File: config.mk
export PLATFORM = sky130hd
export DESIGN_NAME = lock_key_entry
export DESIGN_NICKNAME = d
export VERILOG_FILES = /design/src/rtl/lock_key_pkg.sv /design/src/rtl/key_deb_edge.sv /design/src/rtl/lock_key_entry.sv
export SDC_FILE = /design/constraint.sdc
export NUM_CORES = 1
export LEC_CHECK = 0
export BUFFER_PORTS_ARGS = -buffer_cell sky130_fd_sc_hd__clkbuf_2
export CAP_MARGIN = 20
export CELL_PAD_IN_SITES_DETAIL_PLACEMENT = 0
export CELL_PAD_IN_SITES_GLOBAL_PLACEMENT = 1
export CORE_ASPECT_RATIO = 1.4
export CORE_MARGIN = 10
export CORE_UTILIZATION = 51
export DETAILED_ROUTE_END_ITERATION = 8
export PLACE_DENSITY = 0.82
export REMOVE_ABC_BUFFERS = 1
export SLEW_MARGIN = 20
export SYNTH_ARGS = -nofsm -noshare
export SYNTH_HDL_FRONTEND = slang
export SYNTH_SLANG_ARGS = --single-unit
File: constraint.sdc
create_clock -name clk -period 3.1 [get_ports clk]
set_clock_uncertainty 0.2 [all_clocks]
set_input_delay 0.31 -clock clk [delete_from_list [all_inputs] [get_ports clk]]
set_output_delay 0.31 -clock clk [all_outputs]
set_load 0.02 [all_outputs]
File: src/rtl/lock_key_pkg.sv
// Shared constants and helpers for the combination-lock key-entry front end.
// Holds the 27 MHz default timings, the auto-repeat state encoding and the
// counter-width helper used to size the debounce and hold counters.
package lock_key_pkg;

    // Default timings for a 27 MHz board clock.
    localparam int DEB_CYC_27M  = 540000;    // 20 ms debounce window
    localparam int HOLD_CYC_27M = 27000000;  // 1 s press-to-first-repeat
    localparam int REP_CYC_27M  = 6750000;   // 250 ms repeat period

    // Per-key auto-repeat state encoding.
    localparam logic [1:0] REP_IDLE   = 2'd0;
    localparam logic [1:0] REP_HOLD   = 2'd1;
    localparam logic [1:0] REP_REPEAT = 2'd2;

    // Bits needed for a counter that runs 0 .. n-1 (at least one bit).
    function automatic int cnt_width(input int n);
        if (n <= 2) begin
            return 1;
        end
        return $clog2(n);
    endfunction

endpackage

File: src/rtl/key_deb_edge.sv
// One button input chain: 2-FF synchronizer, debounce counter, stable level
// and a one-cycle press pulse on a debounced 1->0 transition.
// The button is active-low; the stable level resets to 1 (released), so a
// button held through reset release is reported as a fresh press.
module key_deb_edge
    import lock_key_pkg::*;
#(
    parameter int DEB_CYC = DEB_CYC_27M
) (
    input  logic clk,
    input  logic rst_n,
    input  logic btn_n,
    output logic deb,
    output logic press
);

    localparam int              CW       = cnt_width(DEB_CYC);
    localparam logic [CW-1:0]   CNT_LAST = CW'(DEB_CYC - 1);
    localparam logic [CW-1:0]   CNT_ONE  = CW'(1);

    logic          r_sync1;
    logic          r_sync2;
    logic          r_stable;
    logic          r_stable_d;
    logic [CW-1:0] r_cnt;

    // Two-flop synchronizer for the asynchronous button level.
    always_ff @(posedge clk) begin
        if (!rst_n) begin
            r_sync1 <= 1'b1;
            r_sync2 <= 1'b1;
        end else begin
            r_sync1 <= btn_n;
            r_sync2 <= r_sync1;
        end
    end

    // Accept a new level only after it has differed for DEB_CYC consecutive cycles.
    always_ff @(posedge clk) begin
        if (!rst_n) begin
            r_cnt    <= '0;
            r_stable <= 1'b1;
        end else if (r_sync2 != r_stable) begin
            if (r_cnt == CNT_LAST) begin
                r_stable <= r_sync2;
                r_cnt    <= '0;
            end else begin
                r_cnt <= r_cnt + CNT_ONE;
            end
        end else begin
            r_cnt <= '0;
        end
    end

    // One-cycle delayed copy of the stable level for edge detection.
    always_ff @(posedge clk) begin
        if (!rst_n) begin
            r_stable_d <= 1'b1;
        end else begin
            r_stable_d <= r_stable;
        end
    end

    assign deb   = r_stable;
    // Press = stable level just fell; releases produce nothing.
    assign press = r_stable_d & ~r_stable;

endmodule

File: src/rtl/lock_key_entry.sv
// Key-entry front end for the combination lock: debounces NUM_KEYS digit keys
// plus enter and init, keeps one modulo-(DIGIT_MAX+1) digit per key and emits
// single-cycle press pulses for the downstream compare/FSM logic.
// Optional feature macro: LOCK_KEY_AUTOREPEAT_EN builds the per-key long-press
// auto-repeat (IDLE/HOLD/REPEAT) machines; without it each press counts once.
// Each per-key machine's state is visible as g_rep[i].r_state.
module lock_key_entry
    import lock_key_pkg::*;
#(
    parameter int NUM_KEYS  = 2,
    parameter int DIGIT_W   = 2,
    parameter int DIGIT_MAX = 3,
    parameter int DEB_CYC   = DEB_CYC_27M,
    parameter int HOLD_CYC  = HOLD_CYC_27M,
    parameter int REP_CYC   = REP_CYC_27M
) (
    input  logic                          clk,
    input  logic                          rst_n,
    input  logic [NUM_KEYS-1:0]           key,
    input  logic                          enter,
    input  logic                          init,
    output logic                          enter_trig,
    output logic                          init_trig,
    output logic [NUM_KEYS-1:0]           key_trig,
    output logic [NUM_KEYS*DIGIT_W-1:0]   ctrl
);

    localparam int                 NUM_IN  = NUM_KEYS + 2;
    localparam logic [DIGIT_W-1:0] DIG_MAX = DIGIT_W'(DIGIT_MAX);
    localparam logic [DIGIT_W-1:0] DIG_ONE = DIGIT_W'(1);

    // Input bit order: digit keys first, then enter, then init.
    logic [NUM_IN-1:0]             w_raw;
    logic [NUM_IN-1:0]             w_deb;
    logic [NUM_IN-1:0]             w_press;
    logic [NUM_KEYS-1:0]           w_key_press;
    logic [NUM_KEYS-1:0]           w_tick;
    logic [NUM_KEYS-1:0]           w_inc;
    logic [NUM_KEYS*DIGIT_W-1:0]   w_ctrl_next;
    logic [NUM_KEYS*DIGIT_W-1:0]   r_ctrl;
    logic                          w_unused_deb;

    assign w_raw = {init, enter, key};

    for (genvar g = 0; g < NUM_IN; g++) begin : g_in
        key_deb_edge #(
            .DEB_CYC (DEB_CYC)
        ) u_deb (
            .clk   (clk),
            .rst_n (rst_n),
            .btn_n (w_raw[g]),
            .deb   (w_deb[g]),
            .press (w_press[g])
        );
    end

    assign w_key_press = w_press[NUM_KEYS-1:0];
    assign enter_trig  = w_press[NUM_KEYS];
    assign init_trig   = w_press[NUM_KEYS+1];

    // Enter/init stable levels are only needed as press pulses.
    assign w_unused_deb = ^w_deb;

`ifdef LOCK_KEY_AUTOREPEAT_EN
    localparam int                HOLD_W    = cnt_width((HOLD_CYC > REP_CYC) ? HOLD_CYC : REP_CYC);
    localparam logic [HOLD_W-1:0] HOLD_LAST = HOLD_W'(HOLD_CYC - 1);
    localparam logic [HOLD_W-1:0] REP_LAST  = HOLD_W'(REP_CYC - 1);
    localparam logic [HOLD_W-1:0] HOLD_ONE  = HOLD_W'(1);

    for (genvar g = 0; g < NUM_KEYS; g++) begin : g_rep
        logic [1:0]        r_state;
        logic [HOLD_W-1:0] r_hold_cnt;
        logic              w_held;

        assign w_held = ~w_deb[g];

        // A tick fires when the hold delay or a repeat period expires while the key is still down.
        assign w_tick[g] = w_held &
                           (((r_state == REP_HOLD)   && (r_hold_cnt == HOLD_LAST)) ||
                            ((r_state == REP_REPEAT) && (r_hold_cnt == REP_LAST)));

        // Long-press tracker: press arms HOLD, hold expiry enters REPEAT, release or init returns to IDLE.
        always_ff @(posedge clk) begin
            if (!rst_n || init_trig) begin
                r_state    <= REP_IDLE;
                r_hold_cnt <= '0;
            end else begin
                case (r_state)
                    REP_IDLE: begin
                        r_hold_cnt <= '0;
                        if (w_key_press[g]) begin
                            r_state <= REP_HOLD;
                        end
                    end
                    REP_HOLD: begin
                        if (!w_held) begin
                            r_state    <= REP_IDLE;
                            r_hold_cnt <= '0;
                        end else if (r_hold_cnt == HOLD_LAST) begin
                            r_state    <= REP_REPEAT;
                            r_hold_cnt <= '0;
                        end else begin
                            r_hold_cnt <= r_hold_cnt + HOLD_ONE;
                        end
                    end
                    REP_REPEAT: begin
                        if (!w_held) begin
                            r_state    <= REP_IDLE;
                            r_hold_cnt <= '0;
                        end else if (r_hold_cnt == REP_LAST) begin
                            r_hold_cnt <= '0;
                        end else begin
                            r_hold_cnt <= r_hold_cnt + HOLD_ONE;
                        end
                    end
                    default: begin
                        r_state    <= REP_IDLE;
                        r_hold_cnt <= '0;
                    end
                endcase
            end
        end
    end
`else
    // Repeat timing has no meaning without auto-repeat; keep the parameters referenced.
    logic [31:0] w_unused_rep_cfg;
    assign w_unused_rep_cfg = 32'(HOLD_CYC) ^ 32'(REP_CYC);
    assign w_tick           = '0;
`endif

    // Init wins over any same-cycle increment, and that increment is dropped.
    assign w_inc    = (w_key_press | w_tick) & {NUM_KEYS{~init_trig}};
    assign key_trig = w_inc;

    // Next digit values: wrap at DIGIT_MAX, otherwise count up; keys are independent.
    always_comb begin
        w_ctrl_next = r_ctrl;
        for (int i = 0; i < NUM_KEYS; i++) begin
            if (w_inc[i]) begin
                if (r_ctrl[i*DIGIT_W +: DIGIT_W] == DIG_MAX) begin
                    w_ctrl_next[i*DIGIT_W +: DIGIT_W] = '0;
                end else begin
                    w_ctrl_next[i*DIGIT_W +: DIGIT_W] = r_ctrl[i*DIGIT_W +: DIGIT_W] + DIG_ONE;
                end
            end
        end
    end

    // Registered digit store; init clears all digits.
    always_ff @(posedge clk) begin
        if (!rst_n || init_trig) begin
            r_ctrl <= '0;
        end else begin
            r_ctrl <= w_ctrl_next;
        end
    end

    assign ctrl = r_ctrl;

endmodule
### Yosys cells after proc, flatten, opt, wreduce, memory -nomap -nowiden

Index checks and enable logic that the tools add are counted.

| storage, ports and cells | value |
|---|---|
| flip-flop bits (word level) | 100 |
| word-level logic and storage cells | 65 |

| cells by class | value |
|---|---|
| $add $sub $neg | 6 |
| eq/ne operators | 10 |
| muxes and demuxes | 2 |
| bitwise logic cells | 15 |
| reductions and logical operators | 10 |

Operator list:

| kind | number |
|---|---|
| adder 20 x 1 -> 20 bit, second input constant | 4 |
| equality test 20 bit, second input constant | 4 |
| OR reduction 3 bit | 4 |
| inverter 1 bit | 10 |
| AND reduction 2 bit | 4 |
| adder 2 x 1 -> 2 bit, second input constant | 2 |
| AND 1 bit | 4 |
| equality test 2 bit, second input constant | 2 |
| 2-to-1 mux 2 bit | 2 |
| inequality test 1 bit | 4 |
| AND 2 bit | 1 |
| logical NOT 1 bit | 1 |
| logical OR 1 bit | 1 |

### Logic depth before layout (Yosys ltp)

Gate-level depths: netlist of the first run.

| logic depth | value |
|---|---|
| word-level depth | 4 |
| depth in mapped cells | 7 |
| depth with buffers taken out | 5 |

### Modules after synthesis

A second synthesis of the first run with hierarchy kept.

| unflattened totals | value |
|---|---|
| cells, all modules | 491 |
| area, all modules | 4,550.6 um^2 |

By module, submodules not included:

| module | instances | cells each | area each (um^2) | seq. area each (um^2) |
|---|---|---|---|---|
| key_deb_edge | 4 | 118 | 1,089.8 | 480.5 |
| lock_key_entry | 1 | 19 | 191.4 | 80.1 |

### Worst setup path after synthesis of the first run

OpenSTA, ideal clock, no wires.

| timing path | value |
|---|---|
| kind | register to register |
| start | reg g_in[0].u_deb.r_cnt[0] |
| end | reg g_in[0].u_deb.r_cnt[18] |
| setup time | 0.071 ns |
| arrival time | 1.733 ns |
| required time | 2.829 ns |
| path slack | 1.096 ns |
| cell stages (with the launch flop) | 7 |
| period minus slack after synthesis | 2.004 ns |
| cells stage by stage | dfxtp_1 > ha_1 > and4_1 > clkbuf_1 > nand4_1 > or4_1 > a21oi_1 |

| on the way | value |
|---|---|
| longest elaborated chain between the ends | 2 |
| elaborated cells on any way between the ends | 3 |
| classes of those cells | add/sub (1); eq/ne (1); reduce/logical (1) |

Ends and longest elaborated chain:

| item | RTL line | RTL |
|---|---|---|
| start: declaration | key_deb_edge.sv:25 | `logic [CW-1:0] r_cnt;` |
| start signal: assignment | key_deb_edge.sv:48 | `r_cnt <= r_cnt + CNT_ONE;` |
| parallel branches: the longest is 2 deep, another holds adder 20 x 1 -> 20 bit | n/a |  |

Parallel ways; which one is timed is not known.
A chain may end at the register's enable or synchronous reset.

### Worst setup path after layout of the first run

| timing path | value |
|---|---|
| start | reg g_in[3].u_deb.r_cnt[4] |
| end | reg g_in[3].u_deb.r_cnt[7] |

| on the way | value |
|---|---|
| longest elaborated chain between the ends | 2 |
| elaborated cells on any way between the ends | 3 |
| classes of those cells | add/sub (1); eq/ne (1); reduce/logical (1) |

Ends and longest elaborated chain:

| item | RTL line |
|---|---|
| start: declaration | key_deb_edge.sv:25 |
| start signal: assignment | key_deb_edge.sv:48 |
| parallel branches: the longest is 2 deep, another holds adder 20 x 1 -> 20 bit | n/a |

Parallel ways; which one is timed is not known.

==> results.md, run 1 <==
* Status: finished clean
* Mapped Avg Cell Area at a little over 9 µm²
* Worst Path Arrival at 2.27 ns
* Min-Delay Endpoint: g_in[2].u_deb.r_sync2
* Post-Syn Area at around 0.0043 mm²
* Largest net degree at the start of global routing at 25
* Start of the worst register-to-register path: g_in[3].u_deb.r_cnt[4]
* Setup CP Type: reg2reg
* Via/cell ratio at 5.36
* CTS Buf Count at 9
* Clock Path Buffers at 2
* Area growth syn-to-layout at 11.6%
* Yosys cell types at 42
* Reg-to-Reg End: g_in[3].u_deb.r_cnt[7]
* Die area at approximately 0.013 mm²
* Synth area leader: dfxtp_1
* Warnings, synthesis at 0
* Biggest cell delay along the critical path at roughly 0.82 ns
* Number of antenna violations at the first check in global routing at 0
* CTS H-tree depth at 3
* Post-CTS sizing at 0
* Worst-margin pin slew at 0.895 ns
* Root buffer cell: clkbuf_16
* Worst-path clk slew at ~0.07 ns
* Crit. End Element: register
* FF+latch count, synth at 100
* Seq/Total Area, Yosys at 0.460
* Synth top cells by count: dfxtp_1 (100), nor2_1 (80), xnor2_1 (38), nand3_1 (24), xor2_1 (24)
* Ratio of cells with drive above 1 in the final layout at 0.0915
* CTS tree: built
* Vias in the first global route at 3136
* Synth top area cells: dfxtp_1 (46%), xnor2_1 (7.7%), nor2_1 (6.9%)
* Die Wd at between 90 and 100 µm
* Drt drc at 0
* Worst hold-check path type: reg2reg
* Worst hold slack at between 0.2 and 0.25 ns
* Worst-case reg-to-reg path depth at 4
* EDFF count, synth at 0
* Skew-Pair Late Insertion Delay at ~0.34 ns
* Power Total at between 2 and 2.5 mW
* Clk sinks at 100
* Post-Syn Instances at ~480
* VDD IR-drop max at around 420 µV
* # setup viols final at 0
* Dpl hpwl at roughly 5.3 mm
* GP Congestion at between 0.8 and 0.9
* Fin Setup TNS at 0 ns
* CP Cell Sequence: inv_2 > or4_1 > o41ai_4 > nor2_1
* Total gr overflow at 0
* Final period util at 0.736
* LEAKAGE at 1.53 nW
* Initial DRC Count at 107
* Min Tclk post-route at ~2.3 ns
* Worst hold path depth at 1
* Data required time of the worst path at between 3 and 4 ns
* Startpoint Class: register
* Nets@finish at between 500 and 600
* Die H at ~130 µm
* Max_cap viols at 0
* Crit-path slowest cell: o41ai_4
* Port Buffers at 13
* First-pass GRT wire length at between 10 and 15 mm
* Most frequent cell after synthesis: dfxtp_1
* Cell Pwr Density at 500 mW/mm²
* Routed WL at around 7.6 mm
* Core ar. at roughly 0.0082 mm²
* RSZ-0062 raised after global routing: no
* Beginning of the critical path: g_in[3].u_deb.r_cnt[4]
* Relative slew slack at 0.402
* First-pass iteration count of the detailed router at 4
* Diode count at 0
* Initial Util at 0.527
* CP max FO at 17
* Ports at 14
* Via count at between 3k and 4k
* Ys async rst share at 0
* Fmax at between 400 and 500 MHz
* Standard-cell rows at 39
* Avg WL per Cell at approximately 13 µm
* Final hold vios at 0
* Final-report max-slew violation count at 0
* Synth top area share at 0.460
* Hold Crit Start: g_in[2].u_deb.r_sync1
* Final ANT Viol Nets at 0
* Tot GR Track Use at 0.126
* R2r setup slk at 0.82 ns
* Main synth FF type: dfxtp_1
* Post-CTS Setup Inserts at 0
-- critical path: cells and delay by family (launching register included) --
kind                   cells  cell delay (ns)
AOI/OAI and AO/OA          1             0.82
buffers and inverters      1             0.07
DFF                        1             0.38
and+or+nand+nor            2             0.66
-- state kept, by name, indices dropped and copies added, names as in the netlist --
register               count
ctrl                       4
g_in.u_deb.r_stable_d      4
g_in.u_deb.r_sync1         4
g_in.u_deb.r_cnt          80
g_in.u_deb.deb             4
g_in.u_deb.r_sync2         4
-- timing repair --
item / 4_1_cts / 5_1_grt
hold endpoints to repair: 4 / 0
hold buffers: 4 / 0
setup endpoints to repair: 0 / 0
-- area by class of cell --
class	count	area (µm²)
Clock buffer	10	229
Tap cell	102	128
Multi-Input combinational cell	353	2250
Timing Repair Buffer	20	128
Fill cell	769	3390
Inverter	14	52.6
Sequential cell	100	2000
Clock inverter	6	65.1
-- report_power, final --
group | switching [mW] | total, mW | internal (mW)
Combinational | 0.0174 | 0.0307 | 0.0133
Clock | 0.478 | 1.10 | 0.626
Sequential | 0.00320 | 1.29 | 1.29
Total | 0.499 | 2.43 | 1.93
-- cells by family after synthesis --
kind of cell / synth area share
buffers and inverters: 0.0224
AO/OA/AOI/OAI: 0.0495
adder cells (fa/ha/maj): 0.0173
AND/OR/NAND/NOR: 0.306
flip-flops: 0.460
multiplexers: 0.0196
XOR/XNOR: 0.125
-- worst max-delay path by stage --
stage | endpoint | slack (ns) | depth (start not counted)
6_report | g_in[3].u_deb.r_cnt[7] | 0.82 | 4
3_3_place_gp | g_in[3].u_deb.r_cnt[4] | 0.89 | 4
5_1_grt | g_in[3].u_deb.r_cnt[4] | 0.68 | 4
4_1_cts | g_in[3].u_deb.r_cnt[7] | 0.81 | 4
3_5_place_dp | g_in[3].u_deb.r_cnt[7] | 0.82 | 4
2_1_floorplan | g_in[0].u_deb.r_cnt[10] | 0.92 | 5
-- metrics by stage --
stage	utilization	setup slack, ns	cell area [µm²]	cells
3_5_place_dp	0.548	0.824	4520	585
2_1_floorplan	-	0.922	4300	467
5_1_grt	0.589	0.683	4850	605
3_3_place_gp	0.548	0.890	4520	585
4_1_cts	0.589	0.810	4850	605
6_report	0.589	0.817	4850	605
-- layout by cell type (no fill, tap or decap), types with 2 or more instances in the layout --
master,netlist,layout
nor2b_1,6,6
a31o_2,3,3
nor4_1,17,17
and2_1,3,3
xor2_1,24,24
ha_1,6,6
xnor2_1,38,38
clkinv_2,0,2
a21oi_1,12,12
nand4_2,2,2
nor3_1,11,11
dlygate4sd3_1,0,4
clkinv_4,0,2
nand2b_1,18,18
inv_1,13,13
nand2_1,21,21
mux2i_1,4,4
buf_4,1,3
or4_1,6,6
nor4b_1,7,7
nor2_1,80,80
dfxtp_1,100,100
and3_1,8,8
or3_1,8,8
and4_1,5,5
clkbuf_16,0,9
o31ai_1,2,2
mux2_2,3,3
nand4_1,23,23
clkbuf_2,0,13
nand3_1,24,24
o211ai_1,2,2
o21ai_0,8,8
nor4bb_1,2,2
-- routing by layer --
metal / track usage / part of all wire / up-vias
li1: - / - / 1716
met1: 0.147 / 0.47 / 1493
met2: 0.216 / 0.48 / 27
met3: 0.0367 / 0.031 / 8
met4: 0.0437 / 0.013 / 0
met5: 0 / 0 / -
(Power assumes the default switching activity.)
==> run 2, diff against run 1 <==
CORE_UTILIZATION = 43   (was 51)
PLACE_DENSITY = 0.74   (was 0.82)
clock period = 2.1 ns   (was 3.1 ns; I/O delays follow)
==> results.md, run 2 (synthesis gave the netlist of run 1 again) <==
* Status: finished clean
* Worst path top cell family by delay: simple AND/OR/NAND/NOR gates
* Final instance area at 0.00515 mm² (+6.2%)
* Crit-path slowest cell: or4_4
* CP Cell Sequence: nand3_2 > or4_4 > or4_1 > a21oi_1
* Clock Path Buffers at 2 (unchanged)
* Diode count at 0 (unchanged)
* Die area at 0.0146 mm² (+15%)
* Largest net degree at the start of global routing at 21 (-16%)
* Avg WL per Cell at 12.3 µm (-1.5%)
* Ports at 14 (unchanged)
* Dpl hpwl at 6.07 mm (+14%)
* Data required time of the worst path at 2.17 ns (-0.92 ns)
* Initial DRC Count at 101 (-5.6%)
* Min-Delay Endpoint: g_in[2].u_deb.r_sync1
* Final ANT Viol Nets at 0 (unchanged)
* Worst-path clk slew at 0.07 ns (about the same)
* Max FFs per register at 80 (unchanged)
* # setup viols final at 0 (unchanged)
* Start of the worst register-to-register path: g_in[0].u_deb.r_cnt[3]
* WP buf/inv at 0 (-1)
* Drt drc at 0 (unchanged)
* Most flops, register: g_in.u_deb.r_cnt
* First-pass GRT wire length at 14.8 mm (+6.9%)
* Total gr overflow at 0 (unchanged)
* Min Tclk post-route at 2.01 ns (-0.270 ns)
* VDD IR-drop max at 400 µV (-5.5%)
* Number of antenna violations at the first check in global routing at 0 (unchanged)
* Standard-cell rows at 43 (+10%)
* CTS tree: built
* Comb pwr share at 0.013 (about the same)
* Switching share of total power at 0.190 (-0.0151)
* Relative slew slack at 0.731 (+0.330)
* Seq pwr share at 0.505 (-0.028)
* Worst hold-check path type: in2reg
* LEAKAGE at 1.69 nW (+11%)
* DP Area at 0.00477 mm² (+5.6%)
* Via/cell ratio at 5.07 (-5.5%)
* Switch Pwr at 0.720 mW (+45%)
* Reg-to-Reg End: g_in[0].u_deb.r_cnt[19]
* R2r setup slk at 0.09 ns (-0.73 ns)
* Root buffer cell: clkbuf_16
* Tot GR Track Use at 0.119 (-0.00728)
* Post-CTS Setup Inserts at 0 (unchanged)
* Commonest non-fill, non-tap cell in the layout: dfxtp_1
* Die H at 139 µm (+7.5%)
* Nets@finish at 538 (+5.5%)
* Worst hold slack at 0.0938 ns (-0.113 ns)
* Fmax at 497 MHz (+13%)
* Worst-case reg-to-reg path depth at 4 (unchanged)
* Routed WL at 8.21 mm (+8.4%)
* Hold Crit Start: rst_n
* First-pass iteration count of the detailed router at 5 (+1)
* Clk sinks at 100 (unchanged)
* Crit. End Element: register
* Final hold vios at 0 (unchanged)
* Layout Cells excl Fill at 666 (+10%)
* RSZ-0062 raised after global routing: no
* Ratio of cells with drive above 1 in the final layout at 0.145 (+0.0536)
* Skew-Pair Late Insertion Delay at 0.34 ns (about the same)
* Cell Pwr Density at 735 mW/mm² (+47%)
* CTS Buf Count at 9 (unchanged)
* Clock power share at 0.482 (+0.027)
* Final period util at 0.958 (+0.222)
* Worst-margin pin slew at 0.399 ns (-0.495 ns)
* GP Congestion at 0.767 (-5.3%)
* Startpoint Class: register
* Die Wd at 105 µm (+7.1%)
* Initial Util at 0.439 (-0.0881)
* CTS H-tree depth at 3 (unchanged)
* Worst hold path depth at 2 (+1)
* Placed instance count at 646 (+10%)
* Most frequent cells in the layout: dfxtp_1 (99), nor2_1 (80), xnor2_1 (38)
* Port Buffers at 13 (unchanged)
* Via count at 3375 (+4.0%)
* Final-report max-slew violation count at 0 (unchanged)
* CP max FO at 6 (-11)
* Vias in the first global route at 3336 (+6.4%)
* Worst Path Arrival at 2.08 ns (-0.19 ns)
* Area growth syn-to-layout at 18.5%
* Fin Setup TNS at 0 ns (unchanged)
* P_int at 3.07 mW (+59%)
* FILL cells at 980 (+27%)
* Core ar. at 0.00990 mm² (+20%)
* Biggest cell delay along the critical path at 0.55 ns (-0.27 ns)
* Power Total at 3.79 mW (+56%)
* Setup CP Type: reg2reg
* Max_cap viols at 0 (unchanged)
run 2: worst max path at each step:
stage	start	endpoint	slack (ns)	cells after the start
5_1_grt	g_in[0].u_deb.r_cnt[3]	g_in[0].u_deb.r_cnt[19]	0.01	4
3_3_place_gp	g_in[0].u_deb.r_cnt[7]	g_in[0].u_deb.r_cnt[19]	0.13	4
6_report	g_in[0].u_deb.r_cnt[3]	g_in[0].u_deb.r_cnt[19]	0.09	4
4_1_cts	g_in[0].u_deb.r_cnt[7]	g_in[0].u_deb.r_cnt[19]	0.06	4
3_5_place_dp	g_in[0].u_deb.r_cnt[7]	g_in[0].u_deb.r_cnt[19]	0.08	4
2_1_floorplan	g_in[0].u_deb.r_cnt[0]	g_in[0].u_deb.r_cnt[10]	-0.08	5
run 2: layer usage:
metal	routed length (µm)	up-vias	global-route usage
li1	-	1777	-
met1	3650	1560	0.135
met2	4200	31	0.205
met3	270	7	0.0321
met4	91	0	0.0486
met5	0	-	0
run 2: power groups by stage:
stage	sequential, mW	clock (mW)	combinational [mW]
after CTS	1.91	1.88	0.0518
after global placement	1.95	0	0.0455
final	1.91	1.83	0.0505
after floorplan	1.95	0	0.0214
after detailed placement	1.95	0	0.0460
after global routing	1.91	1.94	0.0569
run 2: cell type report:
| type | count | area [µm²] | area share |
|---|---|---|---|
| inverter | 14 | 52.6 | 0.0102 |
| timing repair buffer | 48 | 338 | 0.0656 |
| clock buffer | 12 | 267 | 0.0517 |
| tap | 135 | 169 | 0.0328 |
| multi-input combinational | 353 | 2250 | 0.437 |
| clock inverter | 4 | 70.1 | 0.0136 |
| sequential | 100 | 2000 | 0.389 |
run 2: per-stage QoR:
step | setup slack (ns) | utilization
2_1_floorplan | -0.0785 | -
3_3_place_gp | 0.126 | 0.482
3_5_place_dp | 0.0828 | 0.482
4_1_cts | 0.0608 | 0.520
5_1_grt | 0.0115 | 0.520
6_report | 0.0877 | 0.520
run 2: what timing repair did:
item,4_1_cts,5_1_grt
endpoints found under the hold margin,4,0
gates resized for setup,0,2
endpoints found under the setup margin,0,3
hold buffers,4,0
